## config.mk

```make
export PLATFORM = sky130hd
export DESIGN_NAME = lift_cabin_ctrl
export DESIGN_NICKNAME = d
export VERILOG_FILES = /design/src/rtl/lift_pkg.sv /design/src/rtl/lift_down_counter.sv /design/src/rtl/lift_cabin_ctrl.sv
export SDC_FILE = /design/constraint.sdc
export NUM_CORES = 1
export LEC_CHECK = 0
export CORE_ASPECT_RATIO = 1.1
export CORE_MARGIN = 2
export CORE_UTILIZATION = 57
export DETAILED_ROUTE_END_ITERATION = 6
export GPL_ROUTABILITY_DRIVEN = 0
export PLACE_DENSITY_LB_ADDON = 0.08
export SYNTH_ARGS = -nofsm -noshare
export SYNTH_HDL_FRONTEND = slang
export SYNTH_SLANG_ARGS = --single-unit
```

## constraint.sdc

```tcl
create_clock -name clk -period 3.2 [get_ports clk]
set_input_delay 0.64 -clock clk [delete_from_list [all_inputs] [get_ports clk]]
set_output_delay 0.64 -clock clk [all_outputs]
set_load 0.02 [all_outputs]
```

## src/rtl/lift_pkg.sv

```systemverilog
// Shared types and constants for the lift cabin/door sequencer.
package lift_pkg;

    typedef enum logic [1:0] {
        AT_FLOOR   = 2'd0,
        TRAVEL     = 2'd1,
        DOOR_OPEN  = 2'd2,
        DOOR_GUARD = 2'd3
    } cabin_state_t;

    localparam int   DOOR_GUARD_CYCLES = 4;
    localparam logic DIR_UP            = 1'b1;
    localparam logic DIR_DN            = 1'b0;

    function automatic int max3(input int a, input int b, input int c);
        int m;
        m = (a > b) ? a : b;
        return (m > c) ? m : c;
    endfunction

endpackage

```

## src/rtl/lift_down_counter.sv

```systemverilog
// Loadable down-counter; zero_o flags the cycle in which a decrement lands on zero.
module lift_down_counter #(
    parameter int WIDTH = 4
) (
    input  logic             clk,
    input  logic             reset,
    input  logic             load_i,
    input  logic [WIDTH-1:0] load_val_i,
    input  logic             dec_i,
    output logic             zero_o
);

    logic [WIDTH-1:0] cnt_q;

    always_ff @(posedge clk) begin
        if (reset) begin
            cnt_q <= '0;
        end else if (load_i) begin
            cnt_q <= load_val_i;
        end else if (dec_i && (cnt_q != '0)) begin
            cnt_q <= cnt_q - WIDTH'(1);
        end
    end

    // Flag the terminal step so the owner changes state on the same edge the count hits zero.
    assign zero_o = dec_i && (cnt_q == WIDTH'(1));

endmodule

```

## src/rtl/lift_cabin_ctrl.sv

```systemverilog
// Cabin travel and door sequencer closing the loop with the lift decision stage.
// Optional door reopen/hold input is enabled by defining LIFT_DOOR_REOPEN_EN.
module lift_cabin_ctrl
    import lift_pkg::*;
#(
    parameter int N_FLOORS         = 8,
    parameter int TRAVEL_CYCLES    = 16,
    parameter int DOOR_OPEN_CYCLES = 32
) (
    input  logic                        clk,
    input  logic                        reset,
    input  logic                        i_motion,
    input  logic                        i_direction,
    input  logic                        i_has_rqst_at_stopped_flr,
`ifdef LIFT_DOOR_REOPEN_EN
    input  logic                        i_door_hold,
`endif
    output logic [N_FLOORS-1:0]         o_flr_pos,
    output logic [$clog2(N_FLOORS)-1:0] o_floor_idx,
    output logic                        o_door_open,
    output logic                        o_busy,
    output logic                        o_limit_err
);

    localparam int IDX_W = $clog2(N_FLOORS);
    localparam int TMR_W = $clog2(max3(TRAVEL_CYCLES, DOOR_OPEN_CYCLES, DOOR_GUARD_CYCLES) + 1);
    localparam logic [IDX_W-1:0] TOP_IDX = IDX_W'(N_FLOORS - 1);

    cabin_state_t          state_q;
    logic [IDX_W-1:0]      idx_q;
    logic [N_FLOORS-1:0]   pos_q;
    logic                  door_q;
    logic                  busy_q;
    logic                  lim_q;
    logic                  dir_q;

    logic [IDX_W-1:0]      next_idx_d;
    logic                  move_legal;
    logic                  door_hold;
    logic                  tmr_load;
    logic [TMR_W-1:0]      tmr_val;
    logic                  tmr_dec;
    logic                  tmr_zero;

`ifdef LIFT_DOOR_REOPEN_EN
    assign door_hold = i_door_hold;
`else
    assign door_hold = 1'b0;
`endif

    always_comb begin
        next_idx_d = (dir_q == DIR_UP) ? idx_q + IDX_W'(1) : idx_q - IDX_W'(1);
        move_legal = (i_direction == DIR_UP) ? (idx_q != TOP_IDX) : (idx_q != '0);
    end

    // Every timed state counts down; a load overrides the decrement in the counter.
    always_comb begin
        tmr_load = 1'b0;
        tmr_val  = '0;
        tmr_dec  = (state_q != AT_FLOOR);
        case (state_q)
            AT_FLOOR: begin
                if (i_has_rqst_at_stopped_flr) begin
                    tmr_load = 1'b1;
                    tmr_val  = TMR_W'(DOOR_OPEN_CYCLES);
                end else if (i_motion && move_legal) begin
                    tmr_load = 1'b1;
                    tmr_val  = TMR_W'(TRAVEL_CYCLES);
                end
            end
            DOOR_OPEN: begin
                if (door_hold) begin
                    tmr_load = 1'b1;
                    tmr_val  = TMR_W'(DOOR_OPEN_CYCLES);
                end else if (tmr_zero) begin
                    tmr_load = 1'b1;
                    tmr_val  = TMR_W'(DOOR_GUARD_CYCLES);
                end
            end
            DOOR_GUARD: begin
                if (door_hold) begin
                    tmr_load = 1'b1;
                    tmr_val  = TMR_W'(DOOR_OPEN_CYCLES);
                end
            end
            default: begin
            end
        endcase
    end

    lift_down_counter #(
        .WIDTH (TMR_W)
    ) u_timer (
        .clk        (clk),
        .reset      (reset),
        .load_i     (tmr_load),
        .load_val_i (tmr_val),
        .dec_i      (tmr_dec),
        .zero_o     (tmr_zero)
    );

    always_ff @(posedge clk) begin
        if (reset) begin
            state_q <= AT_FLOOR;
            idx_q   <= '0;
            pos_q   <= N_FLOORS'(1);
            door_q  <= 1'b0;
            busy_q  <= 1'b0;
            lim_q   <= 1'b0;
            dir_q   <= DIR_DN;
        end else begin
            lim_q <= 1'b0;
            case (state_q)
                AT_FLOOR: begin
                    // Door request beats motion; motion is re-sampled after the guard.
                    if (i_has_rqst_at_stopped_flr) begin
                        state_q <= DOOR_OPEN;
                        door_q  <= 1'b1;
                        busy_q  <= 1'b1;
                    end else if (i_motion) begin
                        if (move_legal) begin
                            state_q <= TRAVEL;
                            busy_q  <= 1'b1;
                            pos_q   <= '0;
                            dir_q   <= i_direction;
                        end else begin
                            lim_q <= 1'b1;
                        end
                    end
                end
                TRAVEL: begin
                    if (tmr_zero) begin
                        state_q <= AT_FLOOR;
                        busy_q  <= 1'b0;
                        idx_q   <= next_idx_d;
                        pos_q   <= N_FLOORS'(1) << next_idx_d;
                    end
                end
                DOOR_OPEN: begin
                    if (!door_hold && tmr_zero) begin
                        state_q <= DOOR_GUARD;
                        door_q  <= 1'b0;
                    end
                end
                DOOR_GUARD: begin
                    if (door_hold) begin
                        state_q <= DOOR_OPEN;
                        door_q  <= 1'b1;
                    end else if (tmr_zero) begin
                        state_q <= AT_FLOOR;
                        busy_q  <= 1'b0;
                    end
                end
                default: begin
                    state_q <= AT_FLOOR;
                end
            endcase
        end
    end

    assign o_flr_pos   = pos_q;
    assign o_floor_idx = idx_q;
    assign o_door_open = door_q;
    assign o_busy      = busy_q;
    assign o_limit_err = lim_q;

endmodule

```

### Word level (Yosys, flattened, before mapping)

Index checks and enable logic that the tools add are counted.

| operators by class | value |
|---|---|
| bitwise logic cells | 3 |
| shifts and indexed selects | 1 |
| reduce and logical (&&, ||, !) cells | 19 |
| equality and inequality tests | 14 |
| multiplexer cells | 31 |
| add/subtract/negate cells | 3 |

Operator list:

| operator | count |
|---|---|
| two-way mux 8 bit | 4 |
| two-way mux 6 bit | 3 |
| case mux 8 bit (2 select lines) | 1 |
| inequality test 2 bit (second input constant) | 6 |
| case mux 6 bit (2 select lines) | 1 |
| AND reduction 4 bit | 3 |
| two-way mux 1 bit | 10 |
| two-way mux 2 bit | 5 |
| nonzero test 2 bit | 5 |
| inequality test 3 bit (second input constant) | 3 |
| << shifter 1 x 3 -> 8 bit (first input constant) | 1 |
| equality test 6 x 1 -> 1 bit (second input constant) | 1 |
| two-way mux 3 bit | 2 |
| case mux 1 bit (2 select lines) | 3 |
| case mux 2 bit (3 select lines) | 1 |
| nonzero test 6 bit | 1 |
| subtractor 6 x 1 -> 6 bit (second input constant) | 1 |
| two-way mux 5 bit | 1 |
| AND reduction 5 bit | 1 |
| equality test 2 bit (second input constant) | 2 |
| OR reduction 4 bit | 1 |
| adder 3 x 1 -> 3 bit (second input constant) | 1 |
| logical AND 1 bit | 3 |
| NOT 1 bit | 3 |
| other kinds (8) | 8 |

| storage, ports and cells | value |
|---|---|
| register bits after elaboration | 23 |
| output and inout bits | 14 |
| logic and storage cells | 79 |

### Depth between registers and ports, before layout

Gate-level depths: netlist (run 1).

| depth | value |
|---|---|
| depth after elaboration | 7 |
| gate-level depth with buffers | 8 |

### Modules after synthesis

Synthesis (run 1) repeated with hierarchy kept, for this count alone.

| unflattened totals | value |
|---|---|
| cell total of the unflattened synthesis | 149 |
| area, all modules | 1,355.0 um^2 |

By module, submodules not included:

| module | instances | area an instance (um^2) | cells an instance | sequential area each (um^2) |
|---|---|---|---|---|
| lift_cabin_ctrl | 1 | 922.1 | 99 | 340.3 |
| lift_down_counter | 1 | 432.9 | 50 | 120.1 |

### Worst setup path after synthesis (run 1)

No wires, ideal clock.

| timing path | value |
|---|---|
| path kind | register -> register |
| start | register idx_q[0] (netlist: o_floor_idx[0]) |
| end | register pos_q[1] (netlist: o_flr_pos[1]) |
| path buffers | 0 |
| data required time | 3.072 ns |
| cell stages (with the launch flop) | 7 |
| arrival time | 1.642 ns |
| period minus slack after synthesis | 1.770 ns |
| path slack | 1.430 ns |
| path through | dfxtp_1 > fa_1 > xnor2_1 > xnor2_1 > nor2_1 > mux2i_1 > nor2_1 |

| between the ends | value |
|---|---|
| word-level cells in the longest chain between the ends | 5 |
| elaborated cells between the ends (all ways) | 11 |

Ends and longest elaborated chain:

| element | RTL line | RTL |
|---|---|---|
| from (decl) | lift_cabin_ctrl.sv:30 | `logic [IDX_W-1:0] idx_q;` |
| from (signal assigned) | lift_cabin_ctrl.sv:135 | `idx_q <= next_idx_d;` |
| subtractor 3 x 1 -> 3 bit / adder 3 x 1 -> 3 bit (equally long branches) | lift_cabin_ctrl.sv:52 | `next_idx_d = (dir_q == DIR_UP) ? idx_q + IDX_W'(1) : idx_q - IDX_W'(1);` |
| two-way mux 3 bit | lift_cabin_ctrl.sv:52 |  |
| << shifter 1 x 3 -> 8 bit | lift_cabin_ctrl.sv:136 | `pos_q <= N_FLOORS'(1) << next_idx_d;` |
| two-way mux 8 bit | lift_cabin_ctrl.sv:132 | `if (tmr_zero) begin` |
| case mux 8 bit (2 select lines) | lift_cabin_ctrl.sv:113 | `case (state_q)` |
| to (signal assigned) | lift_cabin_ctrl.sv:136 |  |
| to (decl) | lift_cabin_ctrl.sv:31 | `logic [N_FLOORS-1:0] pos_q;` |

Parallel ways exist; a longest one is shown, timed or not. The select of a mux whose other input is x is not followed.
A chain may end at the register's enable or synchronous reset.

### Worst setup path after layout (run 1)

| timing path | value |
|---|---|
| start | register idx_q[0] (netlist: o_floor_idx[0]) |
| end | output o_floor_idx[0] |

RTL lines:

| element | RTL line | RTL |
|---|---|---|
| to (decl) | lift_cabin_ctrl.sv:19 | `output logic [$clog2(N_FLOORS)-1:0] o_floor_idx,` |

No word-level cell between the ends.

==> results.md, run 1 <==
* Outcome: finished, final reports clean
* Filler cells at 178
* DP HPWL at 1931 um
* CP max FO at 8
* Num CTS Buffers at 3
* Fin worst setup slack at 0.9757 ns
* Yosys top cell area share at 34.85%
* Gr ovfl total at 0
* Post-synthesis net count at 159
* Synthesized area at 1321 sq um
* Row count at 18
* Met1 WL at 1093 um
* DR DRC count at 0
* Layout Cells excl Fill at 193
* Hold Buf Count CTS at 0
* Clock Skews at 0.004775 ns
* Final clock period utilization by the worst path at 69.51%
* Max Slew Vio Count at 0
* Resized Gates After CTS at 0
* Clock transition at the registers of the reported paths at 0.13 ns
* Pre-CTS setup slack at 0.7883 ns
* PortBufs at 18
* Pin count of the biggest net entering global routing at 22
* DR WL met3 at 72 um
* Vias at 1029
* Area contributors post-synth: dfxtp_1, ha_1, mux2i_1
* Fin crit period at 2.224 ns
* Clock net sink count at 23
* Final Hold Fails at 0
* Vias/cell at 5.332
* Critical path launch point type: flip-flop
* I/O Pins at 19
* First-pass GRT wire length at 4353 um
* Ys flop type: dfxtp_1
* Crit path max-delay family: buffers and inverters
* Critical-path cell list: clkdlybuf4s50_1
* Max-cap viol count at 0
* Hold Crit Class: flip-flop to flip-flop
* Cell variety after synth at 39
* Async SR Flop Fraction at 0%
* Share of layout cells above drive strength 1 at 9.816%
* Drt wl/cell at 13.12 um
* Die Span Y at 54.50 um
* Setup TNS at 0 ns
* Worst path slowest cell: clkdlybuf4s50_1
* ANT nets after route at 0
* Core ar. at 2230 sq um
* Worst IR drop on VDD at 0.0002865 V
* Die Span X at 49.91 um
* Placed Cells at 189
* Setup violators final at 0
* Die Area at 2720 sq um
* Area leader, netlist: dfxtp_1
* Worst Path Arrival at 1.58 ns
* Starting DRT DRC Count at 14
* Post-synth top cells: dfxtp_1, nor2_1, nand2_1, mux2i_1, ha_1
* WL final at 2532 um
* Clk buf depth at 2
* Initial antenna violation count at 0
* TritonRoute pass-1 iters at 4
* Cell Pwr Density at 514.0 nW/um^2
* Reg area at 460.4 sq um
* Root Buffer: clkbuf_4
* Leakage at 0.5740 nW
* Fmax achieved at 449.6 MHz
* Max-slew headroom at 50.57%
* H-tree Lvls at 1
* Flops & latches, synth at 23
* RSZ-0062 raised after global routing: no
* CP Data Required Time at 2.56 ns
* Antenna cell count at 0
* Worst Tran Pin Value at 0.7392 ns
* Syn_area_per_cell at 9.112 sq um
* Max incr delay on CP at 0.69 ns
* Syn Inst Count at 145
* Setup repair bufs after CTS at 0
* CP Class: flip-flop to primary output
* Later-pin clock latency in the skew report at 0.30 ns
* TritonCTS clock tree: built
* Final nets at 178
* DR WL met2 at 1353 um
* Post-synth EDFFs at 0
* Tot GR Track Use at 21.15%
* Worst Setup End Kind: primary output
* Seq/Total Area, Yosys at 34.85%
* Synth Warn # at 0
* Starting Density at 59.26%
* WP buf/inv at 1
* Area grow syn2layout at 16.57%
* Multi-input logic area at 808.3 sq um
* DR top layer: met4
* Vias in the first global route at 987
flip-flops by register name, summed over array words and instances, names as in the netlist:
| name | flops |
|---|---|
| o_flr_pos | 8 |
| u_timer.cnt_q | 6 |
| o_floor_idx | 3 |
| state_q | 2 |
| dir_q | 1 |
| o_busy | 1 |
| o_door_open | 1 |
| o_limit_err | 1 |
report_power, final:
group,leakage [nW],total [mW],internal (mW),switching [mW]
registers,0.187,0.361,0.318,0.0438
logic,0.369,0.298,0.141,0.157
clock network,0.0177,0.132,0.0466,0.0855
total,0.574,0.792,0.505,0.287
worst paths after layout:
kind,startpoint,endpoint,slack (ns),depth (start not counted)
setup / recovery,o_floor_idx[0],o_floor_idx[0],0.98,1
hold / removal,o_busy,o_busy,0.47,2
setup reg to reg,o_floor_idx[0],o_flr_pos[5],1.24,6
hold reg to reg,o_busy,o_busy,0.47,2
placed cells by master, fill, tap and decap left out, types with 2 or more instances in the layout:
cell,instances
nor2_1,23
dfxtp_1,23
clkdlybuf4s50_1,18
nand2_1,15
mux2i_1,10
ha_1,8
inv_1,7
a21oi_1,6
xnor2_1,5
a211oi_1,5
nor2b_1,4
o21ai_0,4
nand3_1,3
clkbuf_4,3
or2_1,2
a21o_1,2
and3_2,2
nor3_1,2
cells by family after synthesis:
kind of cell    synth area share (%)
buf+inv                        3.978
flops                          34.85
fa+ha+maj                      9.091
compound gates                 14.11
xor+xnor                       3.977
mux                            7.576
simple gates                   26.42
per-layer routing:
layer  vias up  GRT usage (%)
met1       480          24.96
met2        15          40.22
met5         -              0
met3         2          2.459
li1        532              -
met4         0          7.407
stage by stage:
stage               util (%)  area, sq um  total power [mW]  hold slack [ns]
floorplan                  -         1321            0.6028           0.4618
global placement       67.85         1513            0.6566           0.4458
detailed placement     67.85         1513            0.6642           0.4642
CTS                    69.08         1540            0.8008           0.4821
global route           69.08         1540            0.8561           0.4931
finish                 69.08         1540            0.7917           0.4739
final cells by class:
class / instances / share of cell area, %
Clock buffer: 3 / 1.462
Timing Repair Buffer: 18 / 11.70
Inverter: 7 / 1.706
Clock inverter: 1 / 0.3249
Sequential cell: 23 / 29.89
Multi-Input combinational cell: 111 / 52.48
Tap cell: 30 / 2.437
worst reg2reg max path: stages (launching register included):
cell     delay (ns)
dfxtp_1        0.46
fa_1           0.48
xnor2_1        0.17
xnor2_1        0.40
nor2_1         0.09
mux2i_1        0.17
nor2_1         0.06
(Power assumes the default switching activity.)
==> run 2: changes to the inputs <==
--- a/config.mk
+++ b/config.mk
@@ -7,7 +7,7 @@
 export LEC_CHECK = 0
 export CORE_ASPECT_RATIO = 1.1
 export CORE_MARGIN = 2
-export CORE_UTILIZATION = 57
+export CORE_UTILIZATION = 48
 export DETAILED_ROUTE_END_ITERATION = 6
 export GPL_ROUTABILITY_DRIVEN = 0
 export PLACE_DENSITY_LB_ADDON = 0.08
==> constraint.sdc (replaced) <==
create_clock -name clk -period 1.8 [get_ports clk]
set_input_delay 0.36 -clock clk [delete_from_list [all_inputs] [get_ports clk]]
set_output_delay 0.36 -clock clk [all_outputs]
set_load 0.02 [all_outputs]
==> results.md, run 2 (synthesis gave the netlist of run 1 again) <==
* Starting Density at 51.46%
* Vias/cell at 5.202
* Reg-to-reg critical path endpoint: o_flr_pos[0]
* First-pass GRT wire length at 5071 um
* CP max FO at 9
* Max reg flops at 8
* Combinational power share at 43.2%
* Clock power share at 15.7%
* Overall Power at 1.524 mW
* Die Span Y at 59.03 um
* RSZ-0062 raised after global routing: yes
* Setup violators final at 0
* Starting DRT DRC Count at 20
* Clock net sink count at 23
* Pin count of the biggest net entering global routing at 14
* Commonest non-fill, non-tap cell in the layout: nor2_1
* DP HPWL at 2252 um
* Later-pin clock latency in the skew report at 0.31 ns
* Worst IR drop on VDD at 0.0006526 V
* Max Slew Vio Count at 0
* CP Class: flip-flop to flip-flop
* Outcome: finished, final reports clean
* ANT nets after route at 0
* Initial antenna violation count at 0
* DR DRC count at 0
* Fmax achieved at 584.5 MHz
* Row count at 19
* Share of layout cells above drive strength 1 at 24.18%
* Switching share of total power at 36.21%
* Worst hold start: o_busy
* Hold Crit Class: flip-flop to flip-flop
* H-tree Lvls at 1
* R2r startpoint: o_floor_idx[0]
* CP Data Required Time at 2.01 ns
* TritonRoute pass-1 iters at 4
* Num CTS Buffers at 3
* Tot GR Track Use at 21.14%
* CP Launch Point: o_floor_idx[0]
* Leakage at 0.7218 nW
* Commonest cells after routing, fill and taps aside: nor2_1, dfxtp_1, buf_4, nand2_1, clkdlybuf4s50_1
* Vias in the first global route at 1224
* Antenna cell count at 0
* Final clock period utilization by the worst path at 95.05%
* Worst r2r path cells at 7
* Root Buffer: clkbuf_4
* Die Span X at 54.03 um
* Clk buf depth at 2
* Filler cells at 221
* Sequential Power Share at 41.1%
* Hold path depth at 2
* Fin crit period at 1.711 ns
* I/O Pins at 19
* Internal power at 0.9724 mW
* Psw at 0.5520 mW
* Critical path launch point type: flip-flop
* Clock transition at the registers of the reported paths at 0.13 ns
* Cell Pwr Density at 869.0 nW/um^2
* Die Area at 3189 sq um
* Drt wl/cell at 13.73 um
* Hold Path Sink: o_busy
* Gr ovfl total at 0
* Area grow syn2layout at 32.76%
* Worst Tran Pin Value at 0.3938 ns
* TritonCTS clock tree: built
* Vias at 1108
* Core ar. at 2567 sq um
* Final Hold Fails at 0
* Clock Skews at 0.008962 ns
* WL final at 2924 um
* Final nets at 197
* Fin worst setup slack at 0.08903 ns
* Worst Path Arrival at 1.92 ns
* Max-cap viol count at 0
* PortBufs at 18
* Worst Setup End Kind: flip-flop
* Max-slew headroom at 73.62%
* Pre-CTS setup slack at -0.2050 ns
* Slack of the worst reg-to-reg path at 0.09 ns
==> run 2: cell count changes in the layout (fill, tap and decap cells not counted), moves of 2 or more <==
cell | previous run | this run
dfxtp_2 | 0 | 2
xnor2_1 | 5 | 2
xnor2_4 | 0 | 2
buf_4 | 0 | 18
dlygate4sd2_1 | 0 | 2
dfxtp_1 | 23 | 21
clkdlybuf4s50_1 | 18 | 15
==> run 2: repair_timing <==
item	CTS	global route
endpoints found under the setup margin	3	10
hold buffers	0	0
resized for setup	3	12
buffers inserted	0	1
pin swaps	0	4
==> run 2: routing by layer <==
layer / vias to the layer above / wire (um) / GRT usage (%)
met5: - / 0 / 0
met2: 10 / 1544 / 38.33
li1: 570 / - / -
met4: 0 / 9 / 4.643
met3: 2 / 42 / 2.525
met1: 526 / 1328 / 26.41
==> run 2: worst max-delay path by stage <==
stage | to | slack, ns
after detailed placement | u_timer.cnt_q[2] | -0.21
after CTS | o_flr_pos[3] | 0.006
after global routing | o_flr_pos[6] | -0.01
after floorplan | o_flr_pos[1] | 0.03
after global placement | u_timer.cnt_q[2] | -0.15
final | o_flr_pos[0] | 0.09
==> run 2: stage by stage <==
| stage | TNS (ns) | cell area, sq um | hold WS (ns) | instances | util (%) |
|---|---|---|---|---|---|
| 2_1_floorplan | 0 | 1321 | 0.4618 | 145 | - |
| 3_3_place_gp | -1.741 | 1649 | 0.4648 | 208 | 64.23 |
| 3_5_place_dp | -2.329 | 1649 | 0.4762 | 208 | 64.23 |
| 4_1_cts | 0 | 1675 | 0.4951 | 212 | 65.25 |
| 5_1_grt | -0.01916 | 1754 | 0.5191 | 213 | 68.32 |
| 6_report | 0 | 1754 | 0.4884 | 213 | 68.32 |
==> run 2: power by group through the flow <==
stage | logic [mW] | clock network [mW] | registers, mW
floorplan | 0.434 | 0 | 0.638
global placement | 0.617 | 0 | 0.635
detailed placement | 0.625 | 0 | 0.639
CTS | 0.633 | 0.246 | 0.626
global route | 0.723 | 0.270 | 0.635
finish | 0.658 | 0.240 | 0.627
==> run 2: final cells by class <==
type	instances	area, sq um	area share, %
inverter	7	26.28	1.498
clock buffer	3	22.52	1.284
tap	31	38.79	2.211
sequential	23	462.9	26.39
timing repair buffer	37	335.3	19.12
clock inverter	1	5.005	0.2853
multi-input combinational	111	863.3	49.22
==> run 2: critical path, stage by stage (launching register included) <==
cell and delay, ns:
dfxtp_1 0.37, buf_4 0.18, nor4_4 0.34, nor3b_4 0.09
o2bb2ai_4 0.13, buf_12 0.14, or2_1 0.20, a21o_1 0.15
